**config.mk**
```make
export PLATFORM = sky130hd
export DESIGN_NAME = uart_echo_responder
export DESIGN_NICKNAME = d
export VERILOG_FILES = /design/src/rtl/uart_echo_responder.sv
export SDC_FILE = /design/constraint.sdc
export NUM_CORES = 1
export LEC_CHECK = 0
export ABC_AREA = 0
export CAP_MARGIN = 15
export CORE_MARGIN = 5
export CORE_UTILIZATION = 59
export CTS_CLUSTER_SIZE = 28
export DETAILED_ROUTE_END_ITERATION = 8
export DONT_BUFFER_PORTS = 1
export HOLD_SLACK_MARGIN = 0.12
export PLACE_DENSITY = 0.8
export SYNTH_ARGS = -nofsm -noshare
export SYNTH_HDL_FRONTEND = slang
export SYNTH_SLANG_ARGS = --single-unit
export TNS_END_PERCENT = 10
```
**constraint.sdc**
```tcl
create_clock -name clk -period 3.3 [get_ports clk]
set_input_delay 0.495 -clock clk [delete_from_list [all_inputs] [get_ports clk]]
set_output_delay 0.495 -clock clk [all_outputs]
set_load 0.05 [all_outputs]
```
**src/rtl/uart_echo_responder.sv**
```systemverilog
`default_nettype none
// ============================================================================
// Module   : uart_echo_responder
// Purpose  : Far-end UART peer. Receives 8N1 frames on rxd, queues the bytes
//            in a small circular FIFO and retransmits each one on txd as 8N1.
//            Optional ASCII case swap of echoed letters when the macro
//            ECHO_CASE_SWAP_EN is defined (default build: verbatim echo).
// Ports    : clk        - system clock, rising edge
//            rst_n      - asynchronous active-low reset
//            rxd        - serial input, idle high, asynchronous to clk
//            tx_hold    - 1 = do not start a new TX frame
//            txd        - serial output, idle high
//            rx_byte    - last correctly received byte
//            rx_ok      - one-cycle pulse, rx_byte updated
//            frame_err  - one-cycle pulse, stop bit sampled low
//            ovf        - sticky, a received byte was dropped (FIFO full)
//            tx_busy    - TX frame in progress
//            fifo_cnt   - bytes held in the FIFO
// Revision : 1.0 - initial release
// ============================================================================
module uart_echo_responder #(
  parameter int F_CLK = 50_000_000,
  parameter int BAUD  = 38_400,
  parameter int DEPTH = 4
) (
  input  logic                     clk,
  input  logic                     rst_n,
  input  logic                     rxd,
  input  logic                     tx_hold,
  output logic                     txd,
  output logic [7:0]               rx_byte,
  output logic                     rx_ok,
  output logic                     frame_err,
  output logic                     ovf,
  output logic                     tx_busy,
  output logic [$clog2(DEPTH):0]   fifo_cnt
);

  localparam int NBIT  = F_CLK / BAUD;
  localparam int NHALF = NBIT / 2;
  localparam int CNT_W = $clog2(NBIT + 1);
  localparam int AW    = $clog2(DEPTH);

  localparam logic [CNT_W-1:0] BIT_LAST  = CNT_W'(NBIT - 1);
  localparam logic [CNT_W-1:0] HALF_LAST = CNT_W'(NHALF - 1);
  localparam logic [AW:0]      FULL_CNT  = (AW + 1)'(DEPTH);

  // --------------------------------------------------------------------------
  // rxd synchronizer; rxs_prev is kept only for falling-edge detection
  // --------------------------------------------------------------------------
  logic rx_meta, rxs, rxs_prev;

  always_ff @(posedge clk or negedge rst_n) begin
    if (!rst_n) begin
      rx_meta  <= 1'b1;
      rxs      <= 1'b1;
      rxs_prev <= 1'b1;
    end else begin
      rx_meta  <= rxd;
      rxs      <= rx_meta;
      rxs_prev <= rxs;
    end
  end

  // --------------------------------------------------------------------------
  // Receiver
  // --------------------------------------------------------------------------
  typedef enum logic [2:0] {
    RX_IDLE  = 3'd0,
    RX_START = 3'd1,
    RX_DATA  = 3'd2,
    RX_STOP  = 3'd3,
    RX_BREAK = 3'd4
  } rx_state_t;

  rx_state_t        rx_state, rx_next;
  logic [CNT_W-1:0] rx_cnt;
  logic [2:0]       rx_bit;
  logic [7:0]       rx_sh;
  logic             rx_tick;
  logic             rx_half;

  assign rx_tick = (rx_cnt == BIT_LAST);
  assign rx_half = (rx_cnt == HALF_LAST);

  always_ff @(posedge clk or negedge rst_n) begin
    if (!rst_n) rx_state <= RX_IDLE;
    else        rx_state <= rx_next;
  end

  always_comb begin
    rx_next = rx_state;
    case (rx_state)
      RX_IDLE:  if (rxs_prev && !rxs) rx_next = RX_START;
      RX_START: if (rx_half) rx_next = rxs ? RX_IDLE : RX_DATA;
      RX_DATA:  if (rx_tick && (rx_bit == 3'd7)) rx_next = RX_STOP;
      RX_STOP:  if (rx_tick) rx_next = rxs ? RX_IDLE : RX_BREAK;
      RX_BREAK: if (rxs) rx_next = RX_IDLE;
      default:  rx_next = RX_IDLE;
    endcase
  end

  always_ff @(posedge clk or negedge rst_n) begin
    if (!rst_n) begin
      rx_cnt    <= '0;
      rx_bit    <= 3'd0;
      rx_sh     <= 8'h00;
      rx_byte   <= 8'h00;
      rx_ok     <= 1'b0;
      frame_err <= 1'b0;
    end else begin
      rx_ok     <= 1'b0;
      frame_err <= 1'b0;
      case (rx_state)
        RX_START: rx_cnt <= rx_half ? '0 : rx_cnt + 1'b1;
        RX_DATA: begin
          if (rx_tick) begin
            rx_cnt <= '0;
            rx_sh  <= {rxs, rx_sh[7:1]};   // LSB arrives first
            rx_bit <= rx_bit + 3'd1;
          end else begin
            rx_cnt <= rx_cnt + 1'b1;
          end
        end
        RX_STOP: begin
          if (rx_tick) begin
            rx_cnt <= '0;
            if (rxs) begin
              rx_ok   <= 1'b1;
              rx_byte <= rx_sh;
            end else begin
              frame_err <= 1'b1;
            end
          end else begin
            rx_cnt <= rx_cnt + 1'b1;
          end
        end
        default: begin
          rx_cnt <= '0;
          rx_bit <= 3'd0;
        end
      endcase
    end
  end

  // --------------------------------------------------------------------------
  // FIFO. The push is the registered rx_ok pulse carrying rx_byte, so the
  // write lands at the end of the rx_ok cycle. A pop in the same cycle frees
  // a slot first, letting a push into a full FIFO through.
  // --------------------------------------------------------------------------
  logic [7:0]    mem [DEPTH];
  logic [AW-1:0] wr_ptr, rd_ptr;
  logic [AW:0]   count;
  logic          pop;
  logic          push_ok;
  logic          fifo_full;
  logic [7:0]    head;
  logic [7:0]    tx_byte;

  assign fifo_full = (count == FULL_CNT);
  assign push_ok   = rx_ok && (!fifo_full || pop);
  assign head      = mem[rd_ptr];
  assign fifo_cnt  = count;

  always_ff @(posedge clk) begin
    if (push_ok) mem[wr_ptr] <= rx_byte;
  end

  always_ff @(posedge clk or negedge rst_n) begin
    if (!rst_n) begin
      wr_ptr <= '0;
      rd_ptr <= '0;
      count  <= '0;
      ovf    <= 1'b0;
    end else begin
      if (push_ok) wr_ptr <= wr_ptr + 1'b1;
      if (pop)     rd_ptr <= rd_ptr + 1'b1;
      count <= count + {{AW{1'b0}}, push_ok} - {{AW{1'b0}}, pop};
      if (rx_ok && !push_ok) ovf <= 1'b1;
    end
  end

`ifdef ECHO_CASE_SWAP_EN
  // Letters A-Z / a-z differ only in bit 5
  assign tx_byte = (((head >= 8'h41) && (head <= 8'h5A)) ||
                    ((head >= 8'h61) && (head <= 8'h7A))) ? (head ^ 8'h20) : head;
`else
  assign tx_byte = head;
`endif

  // --------------------------------------------------------------------------
  // Transmitter. The last cycle of the stop bit doubles as the idle decision
  // point so back-to-back frames start with no idle gap; tx_hold and the FIFO
  // level are evaluated there exactly as they would be in IDLE.
  // --------------------------------------------------------------------------
  typedef enum logic [1:0] {
    TX_IDLE  = 2'd0,
    TX_START = 2'd1,
    TX_DATA  = 2'd2,
    TX_STOP  = 2'd3
  } tx_state_t;

  tx_state_t        tx_state, tx_next;
  logic [CNT_W-1:0] tx_cnt;
  logic [2:0]       tx_bit;
  logic [8:0]       tx_sh;   // remaining data bits followed by the stop bit
  logic             tx_tick;
  logic             can_start;

  assign tx_tick   = (tx_cnt == BIT_LAST);
  assign can_start = (count != '0) && !tx_hold;
  assign tx_busy   = (tx_state != TX_IDLE);

  always_ff @(posedge clk or negedge rst_n) begin
    if (!rst_n) tx_state <= TX_IDLE;
    else        tx_state <= tx_next;
  end

  always_comb begin
    tx_next = tx_state;
    pop     = 1'b0;
    case (tx_state)
      TX_IDLE: begin
        if (can_start) begin
          pop     = 1'b1;
          tx_next = TX_START;
        end
      end
      TX_START: if (tx_tick) tx_next = TX_DATA;
      TX_DATA:  if (tx_tick && (tx_bit == 3'd7)) tx_next = TX_STOP;
      TX_STOP: begin
        if (tx_tick) begin
          if (can_start) begin
            pop     = 1'b1;
            tx_next = TX_START;
          end else begin
            tx_next = TX_IDLE;
          end
        end
      end
      default: tx_next = TX_IDLE;
    endcase
  end

  always_ff @(posedge clk or negedge rst_n) begin
    if (!rst_n) begin
      txd    <= 1'b1;
      tx_cnt <= '0;
      tx_bit <= 3'd0;
      tx_sh  <= 9'h1FF;
    end else if (pop) begin
      txd    <= 1'b0;
      tx_sh  <= {1'b1, tx_byte};
      tx_cnt <= '0;
      tx_bit <= 3'd0;
    end else if (tx_state == TX_IDLE) begin
      txd    <= 1'b1;
      tx_cnt <= '0;
    end else if (tx_tick) begin
      tx_cnt <= '0;
      txd    <= tx_sh[0];
      tx_sh  <= {1'b1, tx_sh[8:1]};
      if (tx_state == TX_DATA) tx_bit <= tx_bit + 3'd1;
    end else begin
      tx_cnt <= tx_cnt + 1'b1;
    end
  end

endmodule
`default_nettype wire

```
==> summary.md <==
| Metric | Value |
|---|---|
| Reg2reg setup slack | 0.47 ns |
| Share of cells above drive strength 1 | around 18% |
| First-pass GRT wire length | ~13000 um |
| Max stage delay on crit path | 0.42 ns |
| Share of power burned in registers | ~60% |
| Pleak | approximately 2.1 nW |
| Final RePlAce weighted congestion | roughly 0.75 |
| Clk sinks | roughly 100 |
| RSZ-0062 raised after global routing | no |
| Hold path start | rx_meta$_DFF_PN1_ |
| Average size of a mapped cell | about 13 um2 |
| Setup WS pre-CTS | 0.456 ns |
| Drt pass-1 iters | 4 |
| # rows | 32 |
| Post-route clock skew | 0.0126 ns |
| Grt met3 use | roughly 5.6% |
| Worst Path Required | about 3.6 ns |
| Number of synthesized register bits | just over 100 |
| Footprint of the multi-input gates | roughly 1700 um2 |
| Synth area leader | dfrtp_1 |
| Distinct cells, synth | 48 |
| Yosys top cell area share | 32.2% |
| DIE HEIGHT | between 90 and 100 um |
| 1st-iter DRT viols | 93 |
| I/O Pins | 20 |
| Most instantiated cells after synthesis | dfrtp_1, nor2_1, edfxtp_1, mux2_2, ha_1 |
| Pin count of the biggest net entering global routing | 72 |
| Slowest CP cell | dfrtp_1 |
| Worst Hold Class | flop to flop |
| Mapped Area | about 4600 um2 |
| WL final | just under 8000 um |
| Grt ovf | 0 |
| Area grow syn2layout | 7.39% |
| Status | finished, final reports clean |
| Gr busiest metal | met2 |
| Initial antenna violation count | 0 |
| Post-synth EDFFs | 32 |
| Pins Over Slew Limit | 0 |
| Worst-path clk slew | around 0.09 ns |
| Fillers | 565 |
| # DRC | 0 |
| Setup TNS | 0 ns |
| H-tree depth | 3 |
| Max FO, Critical Path | 7 |
| CTS max path bufs | 2 |
| Slew HR | a little under three fifths |
| Register area share after synthesis | approximately three fifths |
| Antenna Nets Post-Route | 0 |
| Core region area | approximately 7600 um2 |
| Fmax achieved | between 300 and 400 MHz |
| FF/Latch Area | 2750 um2 |
| Power Dens Cells | between 400 and 500 nW/um2 |
| # Max-Cap Violations | 0 |
| Hpwl dp | 5300 um |
| Total number of vias | 2611 |
| ANT cells | 0 |
| Die W | 98.2 um |
| Root Buffer | clkbuf_8 |
| Clk_lat worst skew | 0.37 ns |
| WP data arrival | 3.08 ns |
| Setup Buffers After CTS | 0 |
| Pint | approximately 0.0018 W |
| Clock Power Share | about a third |
| Cells after synthesis | around 350 |
| Final WS setup | between 0.4 and 0.5 ns |
| Initial core utilization | about three fifths |
| Hold Path Sink | rxs$_DFF_PN1_ |
| Die area | 9640 um2 |
| Met2 usage | approximately 30% |
| CP Capture Type | flop |
| Peak VDD IR | 0.442 mV |
| TritonCTS Buffers | 9 |
| Logic gate share of total power | about 7.2% |
| Kind of critical path | flop to flop |
| WHS Path Cells | 0 |
| Top FF cell, synth | dfrtp_1 |
| Dominant cells by area after synthesis | dfrtp_1, edfxtp_1, dfstp_2 |
| Vias in the first global route | approximately 2.7k |
| Syn_nets | about 370 |
| Crit-path cells | inv_1 -> ha_1 -> nand4b_1 -> nor4_4 -> a31o_1 -> o21a_1 -> inv_1 -> ha_1 -> inv_1 -> ha_1 -> fa_1 -> xnor2_1 |
| Net Switching | 0.000648 W |
| Ys Warns | 0 |
| Global Route Usage Sum | 17.5% |
| R2R cell count | 12 |
| FFs w/ async S/R, synth | roughly 69% |
| # port buffers | 0 |
| Net Sw Frac | 26.3% |
| Tightest Pin Transition | around 0.64 ns |
| Reg2reg end | fifo_cnt[2]$_DFF_PN0_ |
| Worst r2r src | tx_cnt[1]$_DFF_PN0_ |
| # setup viols final | 0 |
| Final min period | 2.83 ns |
| CTS tree | yes |
| Wire per inst | around 17 um |
| Grt met1 use | between 20% and 30% |
| Period utilization | between 80 and 90% |
| Final Hold Fails | 0 |
| Startpoint types | flop |
| Final Net Count | 378 |
| Vias per cell | between 5 and 6 |
| Top-count cell post-synth | dfrtp_1 |
==> power groups by stage <==
stage	combinational, W	clock, W	sequential, W
5_1_grt	0.000208	0.000873	0.00149
6_report	0.000178	0.000802	0.00148
4_1_cts	0.000182	0.000827	0.00148
2_1_floorplan	0.000142	0	0.00148
3_3_place_gp	0.000148	0	0.00151
3_5_place_dp	0.000158	0	0.00151
==> cells by family after synthesis <==
logic type	synth area share, %
compound gates	4.42
xor+xnor	4.58
buf+inv	2.81
mux	11.0
simple gates	11.5
flops	60.0
fa+ha+maj	5.62
==> registers in the layout (all words and copies together) (netlist names), 2 cells and up <==
register,count
fifo_cnt,3
tx_cnt,11
rx_state,3
mem,32
rx_bit,3
tx_sh,8
rx_byte,8
rx_sh,8
wr_ptr,2
tx_state,2
tx_bit,3
rx_cnt,11
rd_ptr,2
==> through the flow <==
step	utilization, %	power (W)	hold WS, ns	instances	cell area, um2
after floorplan	-	0.00162	0.199	347	4590
after global placement	61.2	0.00166	0.202	442	4680
after detailed placement	61.2	0.00167	0.202	442	4680
after CTS	64.4	0.00249	0.365	461	4930
after global routing	64.4	0.00257	0.369	461	4930
final	64.4	0.00246	0.364	461	4930
==> layout make-up <==
class / instances / area share (%)
Tap cell: 102 / 2.59
Clock buffer: 9 / 2.51
Clock inverter: 7 / 1.60
Inverter: 16 / 1.22
Sequential cell: 103 / 55.9
Timing Repair Buffer: 7 / 1.57
Multi-Input combinational cell: 217 / 34.6
==> metal layers <==
layer	vias up	wire length, um
met5	-	0
met4	0	101
li1	1239	-
met1	1322	3230
met3	10	300
met2	40	4100
==> critical path: cells and delay by family, from the launching register on <==
kind,cells,cell delay (ns)
AO/OA/AOI/OAI,2,0.47
XOR/XNOR,1,0.13
adder cells (fa/ha/maj),4,0.97
buffers and inverters,3,0.18
flip-flops,1,0.42
AND/OR/NAND/NOR,2,0.57
==> repair_timing <==
item	in CTS	in global routing
resized for setup	0	0
endpoints found under the hold margin	72	0
hold buffers	3	0
==> worst max path at each step <==
stage / end / slack (ns) / cells after the start / startpoint
6_report: fifo_cnt[2]$_DFF_PN0_ / 0.47 / 12 / tx_cnt[1]$_DFF_PN0_
3_3_place_gp: fifo_cnt[2]$_DFF_PN0_ / 0.57 / 10 / fifo_cnt[2]$_DFF_PN0_
3_5_place_dp: fifo_cnt[2]$_DFF_PN0_ / 0.46 / 12 / tx_cnt[1]$_DFF_PN0_
4_1_cts: fifo_cnt[2]$_DFF_PN0_ / 0.43 / 12 / tx_cnt[1]$_DFF_PN0_
2_1_floorplan: fifo_cnt[2]$_DFF_PN0_ / 0.38 / 13 / tx_state[0]$_DFFE_PN0P_
5_1_grt: fifo_cnt[2]$_DFF_PN0_ / 0.20 / 11 / tx_state[0]$_DFFE_PN0P_
==> placed cells by master (no fill, tap or decap), drive strengths merged, types with 8 or more instances in the layout <==
cell type  count
inv           18
edfxtp        32
mux2          21
a21oi         10
ha            19
xor2          10
dfrtp         59
nor2          49
nand2         13
nand3         11
xnor2         14
clkbuf         9
mux2i          9
dfstp         12
mux4           8
Power figures use the tool's default switching activity.
